===== config.mk =====
export PLATFORM = sky130hd
export DESIGN_NAME = lo_quad_gen_flat
export DESIGN_NICKNAME = d
export VERILOG_FILES = /design/src/rtl/lo_quad_gen_pkg.sv /design/src/rtl/lo_quad_gen_if.sv /design/src/rtl/lo_serial_cfg.sv /design/src/rtl/lo_quad_gen.sv /design/src/flat_wrapper.sv
export SDC_FILE = /design/constraint.sdc
export NUM_CORES = 1
export LEC_CHECK = 0
export BUFFER_PORTS_ARGS = -buffer_cell sky130_fd_sc_hd__buf_2
export CAP_MARGIN = 15
export CORE_UTILIZATION = 50
export CTS_CLUSTER_DIAMETER = 120
export CTS_CLUSTER_SIZE = 25
export DETAILED_ROUTE_END_ITERATION = 6
export HOLD_SLACK_MARGIN = 0.05
export PLACE_DENSITY = 0.76
export SYNTH_ARGS = -nofsm -noshare
export SYNTH_HDL_FRONTEND = slang
export SYNTH_SLANG_ARGS = --single-unit

===== constraint.sdc =====
create_clock -name clk -period 2.95 [get_ports clk]
set_input_delay 0.1475 -clock clk [delete_from_list [all_inputs] [get_ports clk]]
set_output_delay 0.1475 -clock clk [all_outputs]
set_load 0.02 [all_outputs]

===== src/rtl/lo_quad_gen_pkg.sv =====
// Shared definitions for the quadrature LO generator: serial command codes,
// frame geometry, Johnson-counter state encoding and its successor function.
package lo_quad_gen_pkg;

  // Serial command codes carried in the top byte of a frame.
  localparam logic [7:0] CMD_DIV  = 8'h01;
  localparam logic [7:0] CMD_CTRL = 8'h02;

  // Bit counter is wide enough to hold the saturation value.
  localparam int CNT_W = 5;

  // A frame is exactly 24 bits; the counter sticks at 25 so overruns stay
  // distinguishable from a good frame.
  localparam logic [CNT_W-1:0] FRAME_BITS  = 5'd24;
  localparam logic [CNT_W-1:0] BIT_CNT_SAT = 5'd25;

  // Four-phase Johnson sequence: 00 -> 01 -> 11 -> 10 -> 00.
  // Only one bit changes per quarter, so I and Q never glitch together.
  typedef enum logic [1:0] {
    JS_00 = 2'b00,
    JS_01 = 2'b01,
    JS_11 = 2'b11,
    JS_10 = 2'b10
  } johnson_t;

  // Layout of a received frame, MSB first on the wire.
  typedef struct packed {
    logic [7:0]  cmd;
    logic [15:0] data;
  } frame_t;

  // Successor state of the Johnson counter.
  function automatic johnson_t johnson_next(input johnson_t cur);
    johnson_t nxt;
    case (cur)
      JS_00:   nxt = JS_01;
      JS_01:   nxt = JS_11;
      JS_11:   nxt = JS_10;
      JS_10:   nxt = JS_00;
      default: nxt = JS_00;
    endcase
    return nxt;
  endfunction

endpackage


===== src/rtl/lo_quad_gen_if.sv =====
// 3-wire serial configuration port of the LO generator. The controller
// drives all three pins; the generator only listens.
interface lo_quad_gen_if;
  logic sck;
  logic sdi;
  logic cs_n;

  modport master (output sck, output sdi, output cs_n);
  modport slave  (input  sck, input  sdi, input  cs_n);
endinterface


===== src/rtl/lo_serial_cfg.sv =====
// Serial configuration receiver: synchronizes the asynchronous serial pins,
// shifts in 24-bit frames, validates them on frame close and holds the
// divider/enable/swap configuration registers.
module lo_serial_cfg
  import lo_quad_gen_pkg::*;
#(
  parameter int          DIV_W       = 16,
  parameter int unsigned DIV_RESET   = 32'd3,
  parameter int          SYNC_STAGES = 2
) (
  input  logic             clk,
  input  logic             rst,
  lo_quad_gen_if.slave     spi,
  output logic [DIV_W-1:0] div_shadow,
  output logic             enable,
  output logic             swap,
  output logic             frame_err
);

  // Never fewer than two stages, whatever the caller asks for.
  localparam int SS = (SYNC_STAGES < 2) ? 2 : SYNC_STAGES;

  logic [SS-1:0]    sck_sync_r;
  logic [SS-1:0]    sdi_sync_r;
  logic [SS-1:0]    cs_sync_r;
  logic             sck_d_r;
  logic             cs_d_r;
  logic [23:0]      shift_r;
  logic [CNT_W-1:0] bit_cnt_r;
  logic [DIV_W-1:0] div_shadow_r;
  logic             enable_r;
  logic             swap_r;
  logic             frame_err_r;

  logic   sck_s;
  logic   sdi_s;
  logic   cs_s;
  logic   sck_rise_s;
  logic   cs_rise_s;
  logic   len_ok_s;
  logic   cmd_div_s;
  logic   cmd_ctrl_s;
  logic   frame_bad_s;
  frame_t frame_s;

  assign sck_s = sck_sync_r[SS-1];
  assign sdi_s = sdi_sync_r[SS-1];
  assign cs_s  = cs_sync_r[SS-1];

  // Pin synchronizers plus one-cycle-delayed copies for edge detection;
  // cs_n resets to its idle-high level so reset never looks like a frame end.
  always_ff @(posedge clk) begin
    if (rst) begin
      sck_sync_r <= '0;
      sdi_sync_r <= '0;
      cs_sync_r  <= '1;
      sck_d_r    <= 1'b0;
      cs_d_r     <= 1'b1;
    end else begin
      sck_sync_r <= {sck_sync_r[SS-2:0], spi.sck};
      sdi_sync_r <= {sdi_sync_r[SS-2:0], spi.sdi};
      cs_sync_r  <= {cs_sync_r[SS-2:0], spi.cs_n};
      sck_d_r    <= sck_s;
      cs_d_r     <= cs_s;
    end
  end

  // Edge detection and frame decode on the synchronized pin values.
  always_comb begin
    sck_rise_s  = sck_s & ~sck_d_r;
    cs_rise_s   = cs_s & ~cs_d_r;
    frame_s     = frame_t'(shift_r);
    len_ok_s    = (bit_cnt_r == FRAME_BITS);
    cmd_div_s   = cs_rise_s & len_ok_s & (frame_s.cmd == CMD_DIV);
    cmd_ctrl_s  = cs_rise_s & len_ok_s & (frame_s.cmd == CMD_CTRL);
    frame_bad_s = cs_rise_s & ~(cmd_div_s | cmd_ctrl_s);
  end

  // Shift register and saturating bit count; the count is held at zero
  // whenever the frame is not selected, which also covers the closing edge.
  always_ff @(posedge clk) begin
    if (rst) begin
      shift_r   <= '0;
      bit_cnt_r <= '0;
    end else if (cs_s) begin
      shift_r   <= shift_r;
      bit_cnt_r <= '0;
    end else if (sck_rise_s) begin
      shift_r <= {shift_r[22:0], sdi_s};
      if (bit_cnt_r != BIT_CNT_SAT) begin
        bit_cnt_r <= bit_cnt_r + 5'd1;
      end else begin
        bit_cnt_r <= bit_cnt_r;
      end
    end else begin
      shift_r   <= shift_r;
      bit_cnt_r <= bit_cnt_r;
    end
  end

  // Configuration registers and reject pulse, updated the cycle after the
  // frame-close edge is seen.
  always_ff @(posedge clk) begin
    if (rst) begin
      div_shadow_r <= DIV_W'(DIV_RESET);
      enable_r     <= 1'b0;
      swap_r       <= 1'b0;
      frame_err_r  <= 1'b0;
    end else begin
      frame_err_r <= frame_bad_s;
      if (cmd_div_s) begin
        div_shadow_r <= DIV_W'(frame_s.data);
      end else begin
        div_shadow_r <= div_shadow_r;
      end
      if (cmd_ctrl_s) begin
        enable_r <= frame_s.data[0];
        swap_r   <= frame_s.data[1];
      end else begin
        enable_r <= enable_r;
        swap_r   <= swap_r;
      end
    end
  end

  assign div_shadow = div_shadow_r;
  assign enable     = enable_r;
  assign swap       = swap_r;
  assign frame_err  = frame_err_r;

endmodule


===== src/rtl/lo_quad_gen.sv =====
// Quadrature local-oscillator generator. A quarter-period counter clocks a
// two-bit Johnson counter whose bits become the I and Q square waves.
// The divider is only reloaded at a quarter boundary, so frequency changes
// never produce a runt or stretched quarter.
module lo_quad_gen
  import lo_quad_gen_pkg::*;
#(
  parameter int          DIV_W       = 16,
  parameter int unsigned DIV_RESET   = 32'd3,
  parameter int          SYNC_STAGES = 2
) (
  input  logic         clk,
  input  logic         rst,
  lo_quad_gen_if.slave spi,
  output logic         lo_i,
  output logic         lo_q,
  output logic         lo_en,
  output logic         frame_err
);

  logic [DIV_W-1:0] div_shadow_s;
  logic             enable_s;
  logic             swap_s;

  logic [DIV_W-1:0] cnt_r;
  logic [DIV_W-1:0] div_active_r;
  johnson_t         state_r;
  logic             lo_i_r;
  logic             lo_q_r;

  logic [DIV_W-1:0] cnt_nxt_s;
  logic [DIV_W-1:0] div_nxt_s;
  johnson_t         state_nxt_s;
  logic [1:0]       state_bits_s;
  logic             lo_i_nxt_s;
  logic             lo_q_nxt_s;

  lo_serial_cfg #(
    .DIV_W       (DIV_W),
    .DIV_RESET   (DIV_RESET),
    .SYNC_STAGES (SYNC_STAGES)
  ) u_cfg (
    .clk        (clk),
    .rst        (rst),
    .spi        (spi),
    .div_shadow (div_shadow_s),
    .enable     (enable_s),
    .swap       (swap_s),
    .frame_err  (frame_err)
  );

  // Quarter counter and Johnson next state; while disabled everything is
  // parked at phase 00 with the latest divider ready for the next start.
  always_comb begin
    cnt_nxt_s   = cnt_r;
    div_nxt_s   = div_active_r;
    state_nxt_s = state_r;
    if (!enable_s) begin
      cnt_nxt_s   = '0;
      div_nxt_s   = div_shadow_s;
      state_nxt_s = JS_00;
    end else if (cnt_r >= div_active_r) begin
      cnt_nxt_s   = '0;
      div_nxt_s   = div_shadow_s;
      state_nxt_s = johnson_next(state_r);
    end else begin
      cnt_nxt_s = cnt_r + DIV_W'(1);
    end
  end

  // Sideband selection: Q leads I normally, exchanged when swap is set.
  // Driven from the next state so the outputs line up with the state register.
  always_comb begin
    state_bits_s = state_nxt_s;
    lo_i_nxt_s   = 1'b0;
    lo_q_nxt_s   = 1'b0;
    if (swap_s) begin
      lo_i_nxt_s = state_bits_s[0];
      lo_q_nxt_s = state_bits_s[1];
    end else begin
      lo_i_nxt_s = state_bits_s[1];
      lo_q_nxt_s = state_bits_s[0];
    end
  end

  // Divider, Johnson state and registered LO outputs.
  always_ff @(posedge clk) begin
    if (rst) begin
      cnt_r        <= '0;
      div_active_r <= DIV_W'(DIV_RESET);
      state_r      <= JS_00;
      lo_i_r       <= 1'b0;
      lo_q_r       <= 1'b0;
    end else begin
      cnt_r        <= cnt_nxt_s;
      div_active_r <= div_nxt_s;
      state_r      <= state_nxt_s;
      lo_i_r       <= lo_i_nxt_s;
      lo_q_r       <= lo_q_nxt_s;
    end
  end

  assign lo_i  = lo_i_r;
  assign lo_q  = lo_q_r;
  assign lo_en = enable_s;

endmodule

===== src/flat_wrapper.sv =====
// flat-port wrapper written by rule: the top's interface ports become plain ports
module lo_quad_gen_flat import lo_quad_gen_pkg::*;
#(
  parameter int          DIV_W       = 16,
  parameter int unsigned DIV_RESET   = 32'd3,
  parameter int          SYNC_STAGES = 2
)
  (clk, rst, lo_i, lo_q, lo_en, frame_err, spi_sck, spi_sdi, spi_cs_n);
  lo_quad_gen_if spi_i ();
  input  logic clk;
  input  logic rst;
  output logic lo_i;
  output logic lo_q;
  output logic lo_en;
  output logic frame_err;
  input wire logic [$bits(spi_i.sck)-1:0] spi_sck;
  input wire logic [$bits(spi_i.sdi)-1:0] spi_sdi;
  input wire logic [$bits(spi_i.cs_n)-1:0] spi_cs_n;
  assign spi_i.sck = spi_sck;
  assign spi_i.sdi = spi_sdi;
  assign spi_i.cs_n = spi_cs_n;
  lo_quad_gen #(.DIV_W(DIV_W), .DIV_RESET(DIV_RESET), .SYNC_STAGES(SYNC_STAGES)) u_core (.clk(clk), .rst(rst), .spi(spi_i), .lo_i(lo_i), .lo_q(lo_q), .lo_en(lo_en), .frame_err(frame_err));
endmodule

==> metrics <==
Ys Warns 0; core area 7770 um2; final wirelength 7210 um; initial antenna violation count 0; commonest non-fill, non-tap cell in the layout dfxtp_1; TNS Setup 0 ns; worst r2r src u_core.div_active_r[14]$_SDFFE_PP0P_; Die Area 8410 um2; final setup fails 0; first-pass GRT wire length 12700 um; Die W 91.7 um; CTS tree yes; FF-to-FF path depth 7; final net count 477; CTS clk-pin slew, worst paths 0.10 ns; gr usage total 18.6%; most frequent cells in the layout 92 x dfxtp_1, 56 x nand2_1, 50 x nor2_1, 44 x a21oi_1, 22 x nand4_1; Worst Hold Launch rst; post-synth cell types 46; # clock sinks 92; worst-margin pin slew 0.949 ns; Via Count 2896; register bit total from synthesis 92; # rows 32; DP HPWL 5000 um; Startpoint Class flop; post-synthesis sequential area ratio 45.8%; pwr dens 497 nW/um2; pins over their slew limit 0; clk_skew 0.0128 ns; vias in the first global route 2797; status finished clean; Area growth syn-to-layout 8.21%; CP Data Arrival Time 2.77 ns; DRC viols 0; Final Util 56.1%; Iter 0 DRT Violations 97; EDFF count, synth 0; Final Hold Viols 0; synthesized area 4030 um2; total chip power 2.17 mW; Worst VDD drop 0.399 mV; unrepaired setup endpoints after global routing false; DR WL/cell 12.9 um; n_diodes 0; post-synthesis cell count 451; total grt overflow 0; hold_ws 0.245 ns; syn nets 476; Placed Instance Area 4110 um2; DRT antenna net count 0; hold endpoint u_core.u_cfg.enable$_SDFFE_PP0P_; Crit Path Max Fanout 18; WS Path Type flop to flop; share of cells above drive strength 1 10.3%; P_leak 1.46 nW; fill cell count 688; die height 91.7 um; GPL Wtd Cong 0.816; Clk Latency, worst-skew pair 0.36 ns; Pre-antenna DRT Iters 4; largest net degree at the start of global routing 42; root buf cell clkbuf_8; Min Clock Period, post-route 2.52 ns; Largest stage delay, worst path 0.83 ns; Fmax 0.397 GHz; r2r setup slk 0.43 ns; initial core utilization 51.8%; slew margin rel. 36.3%; Slowest-stage cell, CP a311o_1; vias per inst 5.18; Hold Crit Class input port to flop; cell breakdown of the critical path inv_1, ha_1, nand4_1, nor3_1, a311o_1, o21ai_1, o211a_1; TritonCTS Buffers 9; # H-tree levels 3; fin area 4360 um2; Worst Setup End Kind flop; Top FF cell, synth dfxtp_1; worst hold path cell count 2; syn avg cell area 8.92 um2; Port Buffers 8; RR Endpoint u_core.state_r[0]$_SDFF_PP0_; post-route clock period utilization 85.4%; Required @ worst endpoint 3.20 ns; Max Cap Violations 0; ys async rst share 0%; clk buf depth 2; I/O Pins 9
## cell type report
type | instances | area (um2) | area share (%)
Clock buffer | 10 | 138 | 3.16
Clock inverter | 6 | 75.1 | 1.72
Inverter | 21 | 78.8 | 1.81
Multi-Input combinational cell | 310 | 1970 | 45.3
Sequential cell | 92 | 1840 | 42.3
Tap cell | 102 | 128 | 2.93
Timing Repair Buffer | 18 | 123 | 2.82
## metrics by stage
step                setup slack [ns]  std cells
finish                         0.432        559
global route                   0.226        559
CTS                            0.424        559
detailed placement             0.435        540
global placement               0.496        540
floorplan                      0.748        451
## flip-flops by register name, summed over array words and instances (netlist names)
| register | cells |
|---|---|
| u_core.cnt_r | 16 |
| u_core.state_r | 2 |
| u_core.lo_q | 1 |
| u_core.div_active_r | 16 |
| u_core.u_cfg.sdi_sync_r | 2 |
| u_core.u_cfg.bit_cnt_r | 5 |
| u_core.u_cfg.cs_sync_r | 2 |
| u_core.u_cfg.enable | 1 |
| u_core.u_cfg.cs_d_r | 1 |
| u_core.u_cfg.frame_err | 1 |
| u_core.u_cfg.sck_sync_r | 2 |
| u_core.lo_i | 1 |
| u_core.u_cfg.frame_s | 24 |
| u_core.u_cfg.sck_d_r | 1 |
| u_core.u_cfg.div_shadow | 16 |
| u_core.u_cfg.swap | 1 |
## how the worst max path moves through the flow
stage	from	to	slack, ns	cells after the start
detailed placement	u_core.cnt_r[0]$_SDFF_PP0_	u_core.div_active_r[6]$_SDFFE_PP0P_	0.43	7
finish	u_core.div_active_r[14]$_SDFFE_PP0P_	u_core.state_r[0]$_SDFF_PP0_	0.43	7
global route	u_core.div_active_r[14]$_SDFFE_PP0P_	u_core.state_r[0]$_SDFF_PP0_	0.23	7
global placement	u_core.cnt_r[0]$_SDFF_PP0_	u_core.div_active_r[0]$_SDFFE_PP1P_	0.50	7
CTS	u_core.cnt_r[0]$_SDFF_PP0_	u_core.div_active_r[8]$_SDFFE_PP0P_	0.42	7
floorplan	u_core.cnt_r[0]$_SDFF_PP0_	u_core.div_active_r[10]$_SDFFE_PP0P_	0.75	9
## metal layers
| layer | GRT usage (%) | share of wire (%) |
|---|---|---|
| met4 | 5.21 | 1.3 |
| met1 | 22.6 | 47 |
| met3 | 5.14 | 2.5 |
| met2 | 32.1 | 49 |
| met5 | 0 | 0 |
## worst max-delay path, delay by kind of cell (launching register included)
kind,cells,cell delay [ns]
compound gates,3,1.15
fa+ha+maj,1,0.30
buf+inv,1,0.05
flops,1,0.34
simple gates,2,0.57
## logic make-up (layout without fill, tap and decap cells)
kind of cell	count (synthesis)	in the layout	share of synthesized area [%]
compound gates	75	75	12.6
buf+inv	49	55	5.38
fa+ha+maj	20	20	6.22
mux	19	19	4.72
flops	92	92	45.8
simple gates	178	178	21.4
xor+xnor	18	18	3.92
## repair_timing
action / CTS / global route
resized for setup: 0 / 0
hold buffers: 3 / 0
endpoints found under the hold margin: 3 / 0
setup buffers: 0 / 0
## where the power goes
group / internal, mW / total [mW] / switching [mW]
registers: 1.25 / 1.25 / 0.00166
logic: 0.0103 / 0.0303 / 0.0200
clock network: 0.430 / 0.889 / 0.459
total: 1.69 / 2.17 / 0.481
## cells in the mapped netlist (all sizes together), types with 2 or more instances
cell type / n / area, um2
dfxtp: 92 / 1840
nand2: 56 / 210
nor2: 50 / 188
a21oi: 44 / 220
nand4: 22 / 138
clkbuf: 21 / 78.8
inv: 21 / 78.8
ha: 20 / 250
mux2i: 19 / 190
o31ai: 14 / 140
nand3: 12 / 60.1
xnor2: 11 / 96.3
nor2b: 9 / 56.3
buf: 7 / 58.8
xor2: 7 / 61.3
nand2b: 6 / 45.0
nor3b: 5 / 37.5
nor3: 4 / 31.3
or2: 4 / 25.0
o21ai: 3 / 15.0
a211o: 2 / 17.5
and2: 2 / 12.5
and3: 2 / 12.5
nor4: 2 / 12.5
o211ai: 2 / 15.0
Power figures use the tool's default switching activity.
